==> config.mk <==
export PLATFORM = sky130hd
export DESIGN_NAME = status_uart_tx
export DESIGN_NICKNAME = d
export VERILOG_FILES = /design/src/rtl/status_uart_tx.sv
export SDC_FILE = /design/constraint.sdc
export NUM_CORES = 1
export LEC_CHECK = 0
export ABC_CLOCK_PERIOD_IN_PS = 2800
export BUFFER_PORTS_ARGS = -buffer_cell sky130_fd_sc_hd__buf_2
export CAP_MARGIN = 30
export CORE_MARGIN = 3
export CORE_UTILIZATION = 45
export DETAILED_ROUTE_END_ITERATION = 12
export PLACE_DENSITY = 0.66
export SLEW_MARGIN = 20
export SYNTH_ARGS = -nofsm -noshare
export SYNTH_HDL_FRONTEND = slang
export SYNTH_SLANG_ARGS = --single-unit
==> constraint.sdc <==
create_clock -name clk -period 2.8 [get_ports clk]
set_input_delay 0 -clock clk [delete_from_list [all_inputs] [get_ports clk]]
set_output_delay 0 -clock clk [all_outputs]
set_load 0.02 [all_outputs]
==> src/rtl/status_uart_tx.sv <==
// 8N1 UART transmitter for the self-destruct status word.
// Each accepted send emits three bytes: SYNC, STATUS, CHECK (SYNC ^ STATUS).
//
// state | meaning
// IDLE  | line high, waiting for send
// START | start bit (tx low) for one bit period
// DATA  | eight data bits, LSB first
// STOP  | stop bit (tx high); then next byte or back to IDLE
module status_uart_tx #(
  parameter int unsigned CLK_DIV   = 22,
  parameter logic [7:0]  SYNC_BYTE = 8'hA5
) (
  input  logic       clk,
  input  logic       rst_n,
  input  logic       send,
  input  logic [3:0] count,
  input  logic       danger,
  input  logic       damaged,
  input  logic       immobilized,
  input  logic       armed,
  output logic       busy,
  output logic       done,
  output logic       tx
);

  typedef enum logic [1:0] {IDLE, START, DATA, STOP} state_t;

  localparam logic [15:0] BAUD_LAST = 16'(CLK_DIV - 1);

  state_t      state, state_nxt;
  logic [15:0] baud_cnt, baud_nxt;
  logic [2:0]  bit_cnt, bit_nxt;
  logic [1:0]  byte_idx, byte_nxt;
  logic [7:0]  status_q, status_nxt;
  logic [7:0]  check_q, check_nxt;
  logic        tx_nxt, busy_nxt, done_nxt;
  logic [7:0]  cur_byte;
  logic [7:0]  snap;
  logic        bit_end;

  assign snap    = {armed, immobilized, damaged, danger, count};
  assign bit_end = (baud_cnt == BAUD_LAST);

  always_comb begin
    cur_byte = check_q;
    case (byte_idx)
      2'd0:    cur_byte = SYNC_BYTE;
      2'd1:    cur_byte = status_q;
      default: cur_byte = check_q;
    endcase
  end

  always_comb begin
    state_nxt  = state;
    baud_nxt   = baud_cnt;
    bit_nxt    = bit_cnt;
    byte_nxt   = byte_idx;
    status_nxt = status_q;
    check_nxt  = check_q;
    tx_nxt     = tx;
    busy_nxt   = busy;
    done_nxt   = 1'b0;

    if (state != IDLE) begin
      baud_nxt = bit_end ? 16'd0 : baud_cnt + 16'd1;
    end

    case (state)
      IDLE: begin
        // IDLE is exactly the not-busy condition, so no separate busy gate
        if (send) begin
          status_nxt = snap;
          check_nxt  = SYNC_BYTE ^ snap;
          byte_nxt   = 2'd0;
          bit_nxt    = 3'd0;
          baud_nxt   = 16'd0;
          tx_nxt     = 1'b0;
          busy_nxt   = 1'b1;
          state_nxt  = START;
        end
      end
      START: begin
        if (bit_end) begin
          state_nxt = DATA;
          bit_nxt   = 3'd0;
          tx_nxt    = cur_byte[0];
        end
      end
      DATA: begin
        if (bit_end) begin
          if (bit_cnt == 3'd7) begin
            state_nxt = STOP;
            tx_nxt    = 1'b1;
          end else begin
            bit_nxt = bit_cnt + 3'd1;
            tx_nxt  = cur_byte[bit_cnt + 3'd1];
          end
        end
      end
      STOP: begin
        if (bit_end) begin
          if (byte_idx == 2'd2) begin
            state_nxt = IDLE;
            busy_nxt  = 1'b0;
            done_nxt  = 1'b1;
          end else begin
            byte_nxt  = byte_idx + 2'd1;
            state_nxt = START;
            tx_nxt    = 1'b0;
          end
        end
      end
      default: state_nxt = IDLE;
    endcase
  end

  always_ff @(posedge clk or negedge rst_n) begin
    if (!rst_n) begin
      state    <= IDLE;
      baud_cnt <= 16'd0;
      bit_cnt  <= 3'd0;
      byte_idx <= 2'd0;
      status_q <= 8'd0;
      check_q  <= 8'd0;
      tx       <= 1'b1;
      busy     <= 1'b0;
      done     <= 1'b0;
    end else begin
      state    <= state_nxt;
      baud_cnt <= baud_nxt;
      bit_cnt  <= bit_nxt;
      byte_idx <= byte_nxt;
      status_q <= status_nxt;
      check_q  <= check_nxt;
      tx       <= tx_nxt;
      busy     <= busy_nxt;
      done     <= done_nxt;
    end
  end

endmodule

==> flow_results.xml <==
<?xml version="1.0" encoding="UTF-8"?>
<metrics>
  <group name="clock_network">
    <metric name="post_cts_resize_count" unit="">0</metric>
    <metric name="cts-buffers-inserted" unit="">5</metric>
    <metric name="clkTransAtPathRegs" unit="ns">0.08</metric>
    <metric name="clkLatencyLatePin" unit="ns">0.29</metric>
    <metric name="cts-root-to-sink-buffers" unit="">2</metric>
    <metric name="clockRootBuffer" unit="">clkbuf_8</metric>
    <metric name="htree_levels" unit="">2</metric>
    <metric name="tritoncts" unit="">built</metric>
    <metric name="cts_num_sinks" unit="">38</metric>
    <metric name="postCtsSetupRepairBufs" unit="">0</metric>
  </group>
  <group name="power_and_ir_drop">
    <metric name="p_int" unit="mW">1.311</metric>
    <metric name="power_frac_comb" unit="%">38.9</metric>
    <metric name="sequential_cell_fraction_of_total_power" unit="%">38.8</metric>
    <metric name="netSwitchingFraction" unit="%">36.17</metric>
    <metric name="power.clock.fraction" unit="%">22.3</metric>
    <metric name="ir_worst_vdd" unit="V">0.0004230</metric>
    <metric name="leakagePower" unit="nW">1.074</metric>
    <metric name="power.density" unit="mW/mm2">804.3</metric>
    <metric name="total_switching_power" unit="mW">0.7430</metric>
  </group>
  <group name="grt">
    <metric name="globalRouteOverflowTotal" unit="">0</metric>
    <metric name="grt_start_max_net_pins" unit="">39</metric>
    <metric name="grt_first_pass_wirelength" unit="mm">7.824</metric>
    <metric name="grt_antenna_before_repair" unit="">0</metric>
    <metric name="gr-usage-all-layers" unit="%">16.48</metric>
    <metric name="number_of_global_route_vias_before_repair" unit="">1621</metric>
  </group>
  <group name="final_layout">
    <metric name="final_layout_size_suffix_gt1_share" unit="%">20.16</metric>
    <metric name="finish.instance_area" unit="mm2">0.002554</metric>
    <metric name="nets_final" unit="">264</metric>
    <metric name="antenna_cells" unit="">0</metric>
    <metric name="fillCellCount" unit="">453</metric>
    <metric name="flow.area_growth_from_synthesis" unit="%">13.70</metric>
  </group>
  <group name="place">
    <metric name="preCtsSetupSlack" unit="ns">0.6709</metric>
    <metric name="place_hpwl" unit="mm">3.122</metric>
    <metric name="placed_cell_area" unit="mm2">0.002355</metric>
    <metric name="buffer_ports.inserted" unit="">13</metric>
    <metric name="gp_congestion" unit="">0.8627</metric>
  </group>
  <group name="sta">
    <metric name="worst_slew_pin_slew" unit="ns">0.8492</metric>
    <metric name="setup_ws" unit="ns">0.6639</metric>
    <metric name="max_freq" unit="MHz">468.1</metric>
    <metric name="skew" unit="ns">0.007489</metric>
    <metric name="final_hold_viol_count" unit="">0</metric>
    <metric name="final.period_utilization" unit="%">76.29</metric>
    <metric name="setup_violations" unit="">0</metric>
    <metric name="slew-limit-headroom" unit="%">43.39</metric>
    <metric name="fin_setup_tns" unit="ns">0</metric>
    <metric name="final_period_minus_worst_setup_slack" unit="ns">2.136</metric>
    <metric name="rsz0062_at_grt" unit="">false</metric>
    <metric name="final-max-slew-violation-count" unit="">0</metric>
  </group>
  <group name="synthesis">
    <metric name="synth_largest_type_area_fraction" unit="%">41.23</metric>
    <metric name="synth_seq_cells" unit="">38</metric>
    <metric name="synthTopCellsByCount" unit="">dfrtp_1, o21ai_0, nand2_1, nand3_1, ha_1</metric>
    <metric name="ys_dominant_reg_cell" unit="">dfrtp_1</metric>
    <metric name="netlist.top_cell.by_area" unit="">dfrtp_1</metric>
    <metric name="synth.most_common_cell" unit="">dfrtp_1</metric>
    <metric name="synth.area.mux_share" unit="%">9.526</metric>
    <metric name="syn_area_per_cell" unit="um2">10.21</metric>
    <metric name="post_synth_and_or_nand_nor_area_fraction" unit="%">20.28</metric>
    <metric name="synthesis.instances" unit="">220</metric>
    <metric name="synth_area_leaders" unit="">dfrtp_1, ha_1, o21ai_0</metric>
    <metric name="synth-xor-area-share" unit="%">1.560</metric>
    <metric name="synth.net_count" unit="">242</metric>
    <metric name="share_of_flip_flops_with_an_asynchronous_set_or_reset" unit="%">100.0</metric>
    <metric name="synth-adder-area-share" unit="%">6.128</metric>
    <metric name="dominant_combinational_cell_family_by_area_after_synthesis" unit="">simple AND/OR/NAND/NOR gates</metric>
    <metric name="compound_cell_area_share_of_the_yosys_netlist" unit="%">16.16</metric>
    <metric name="yosys.cell_types.count" unit="">53</metric>
    <metric name="synth-edff-count" unit="">0</metric>
    <metric name="ys_seq_area_share" unit="%">42.40</metric>
    <metric name="synth_warnings" unit="">0</metric>
    <metric name="syn-cell-area" unit="mm2">0.002246</metric>
  </group>
  <group name="critical_path">
    <metric name="sequence_of_cells_on_the_critical_path" unit="">inv_1, ha_1, clkinv_1, nor2_2, nor3_1, mux2_4</metric>
    <metric name="start_kind" unit="">flip-flop</metric>
    <metric name="arrival" unit="ns">2.31</metric>
    <metric name="worst_path_dominant_cell_family" unit="">simple AND/OR/NAND/NOR gates</metric>
    <metric name="cp_slowest_stage_delay" unit="ns">0.45</metric>
    <metric name="worst-path-buf-inv" unit="">2</metric>
    <metric name="timing.setup.critical_path_class" unit="">reg2reg</metric>
    <metric name="end_kind" unit="">flip-flop</metric>
    <metric name="critical_path.max_fanout" unit="">10</metric>
    <metric name="worst_ep_required_time" unit="ns">2.98</metric>
    <metric name="r2r_setup_slack" unit="ns">0.66</metric>
    <metric name="crit_path_top_delay_cell" unit="">nor2_2</metric>
  </group>
  <group name="floorplan">
    <metric name="die-area" unit="mm2">0.005874</metric>
    <metric name="std_cell_rows" unit="">25</metric>
    <metric name="initial_core_utilization" unit="%">46.93</metric>
    <metric name="die_span_in_x" unit="um">76.65</metric>
    <metric name="floorplan.io_pins" unit="">14</metric>
    <metric name="coreArea" unit="mm2">0.004786</metric>
    <metric name="die-height" unit="um">76.65</metric>
  </group>
  <group name="routing">
    <metric name="drt_drc_violations_left" unit="">0</metric>
    <metric name="detail_route.iter0.violations" unit="">142</metric>
    <metric name="final_antenna_net_count" unit="">0</metric>
    <metric name="route.met2.wl" unit="mm">1.957</metric>
    <metric name="route.met3.wl" unit="um">268</metric>
    <metric name="route.vias.total" unit="">1706</metric>
    <metric name="maxUsedRoutingLayer" unit="">met4</metric>
    <metric name="viasPerCell" unit="">5.503</metric>
    <metric name="wl_per_cell" unit="um">14.37</metric>
    <metric name="detail_route.wirelength.met1" unit="mm">2.191</metric>
    <metric name="totalWireLength" unit="mm">4.456</metric>
    <metric name="detailedRoute.firstPassIterationCount" unit="">4</metric>
  </group>
  <group name="status">
    <metric name="outcome" unit="">finished clean</metric>
  </group>
  <group name="worst_hold_path">
    <metric name="hp-class" unit="">in2reg</metric>
  </group>
  <group name="run">
    <metric name="max_cap_viol_count" unit="">0</metric>
  </group>
</metrics>
[path summary, 6_finish.rpt]
path | startpoint | end | depth (start not counted)
setup / recovery | state[0] | bit_cnt[0] | 6
hold / removal | send | busy | 4
setup reg to reg | state[0] | bit_cnt[0] | 6
hold reg to reg | tx | tx | 1
max in group asynchronous | rst_n | state[1] | 2
min in group asynchronous | rst_n | check_q[0] | 2
[stage by stage]
step	total power [mW]	instances	hold WS (ns)	util, %
2_1_floorplan	1.407	220	-0.2956	-
3_5_place_dp	1.592	293	0.1656	49.20
6_report	2.054	310	0.07574	53.36
4_1_cts	2.070	310	0.08026	53.36
5_1_grt	2.197	310	0.1168	53.36
3_3_place_gp	1.574	293	0.1554	49.20
[cells by family (layout without fill, tap and decap cells)]
group / Yosys count / after routing
xor gates and xnor gates: 4 / 4
DFF: 38 / 38
AOI/OAI and AO/OA: 56 / 56
muxes: 18 / 18
adders and majority gates: 11 / 11
buffers and inverters: 19 / 42
and+or+nand+nor: 74 / 74
[power groups by stage]
stage	registers (mW)	logic [mW]	clock network, mW
after global routing	0.814	0.889	0.494
after floorplan	0.777	0.630	0
after detailed placement	0.807	0.785	0
after CTS	0.796	0.799	0.474
final	0.796	0.799	0.459
after global placement	0.799	0.775	0
[worst min-delay path: stages]
cell	delay, ns
buf_2	0.12
mux2i_1	0.08
nand2_1	0.06
o21ai_0	0.07
[layout by cell type, fill, tap and decap left out, types with 6 or more instances in the layout]
cell type       n
nand2_1        20
inv_1          10
mux2i_1         6
buf_2          13
dlygate4sd3_1   9
dfrtp_1        37
mux2_2         10
o21ai_0        24
nor2_1          8
ha_1           11
a21oi_1         9
nand3_1        13
[sequential cells by signal, summed over array words and instances (netlist names)]
register	count
status_q	8
baud_cnt	16
state	2
byte_idx	2
done	1
bit_cnt	3
check_q	4
tx	1
busy	1
[layout make-up]
class                      instances  area (um2)  share of cell area [%]
timing repair buffer              23       162.7                   6.369
clock inverter                     3       40.04                   1.568
inverter                          11       41.29                   1.617
tap                               67       83.83                   3.283
sequential                        38       952.2                   37.29
multi-input combinational        163        1205                   47.18
clock buffer                       5       68.82                   2.695
[metal layers]
metal	up-vias	GRT usage [%]
met1	813	23.43
li1	848	-
met3	4	3.901
met5	-	0
met2	41	24.69
met4	0	5.435
[timing repair]
| item | in CTS | in global routing |
|---|---|---|
| hold buffers | 9 | 0 |
| hold endpoints to repair | 49 | 0 |
| setup endpoints to repair | 0 | 0 |
Power figures use the tool's default switching activity.
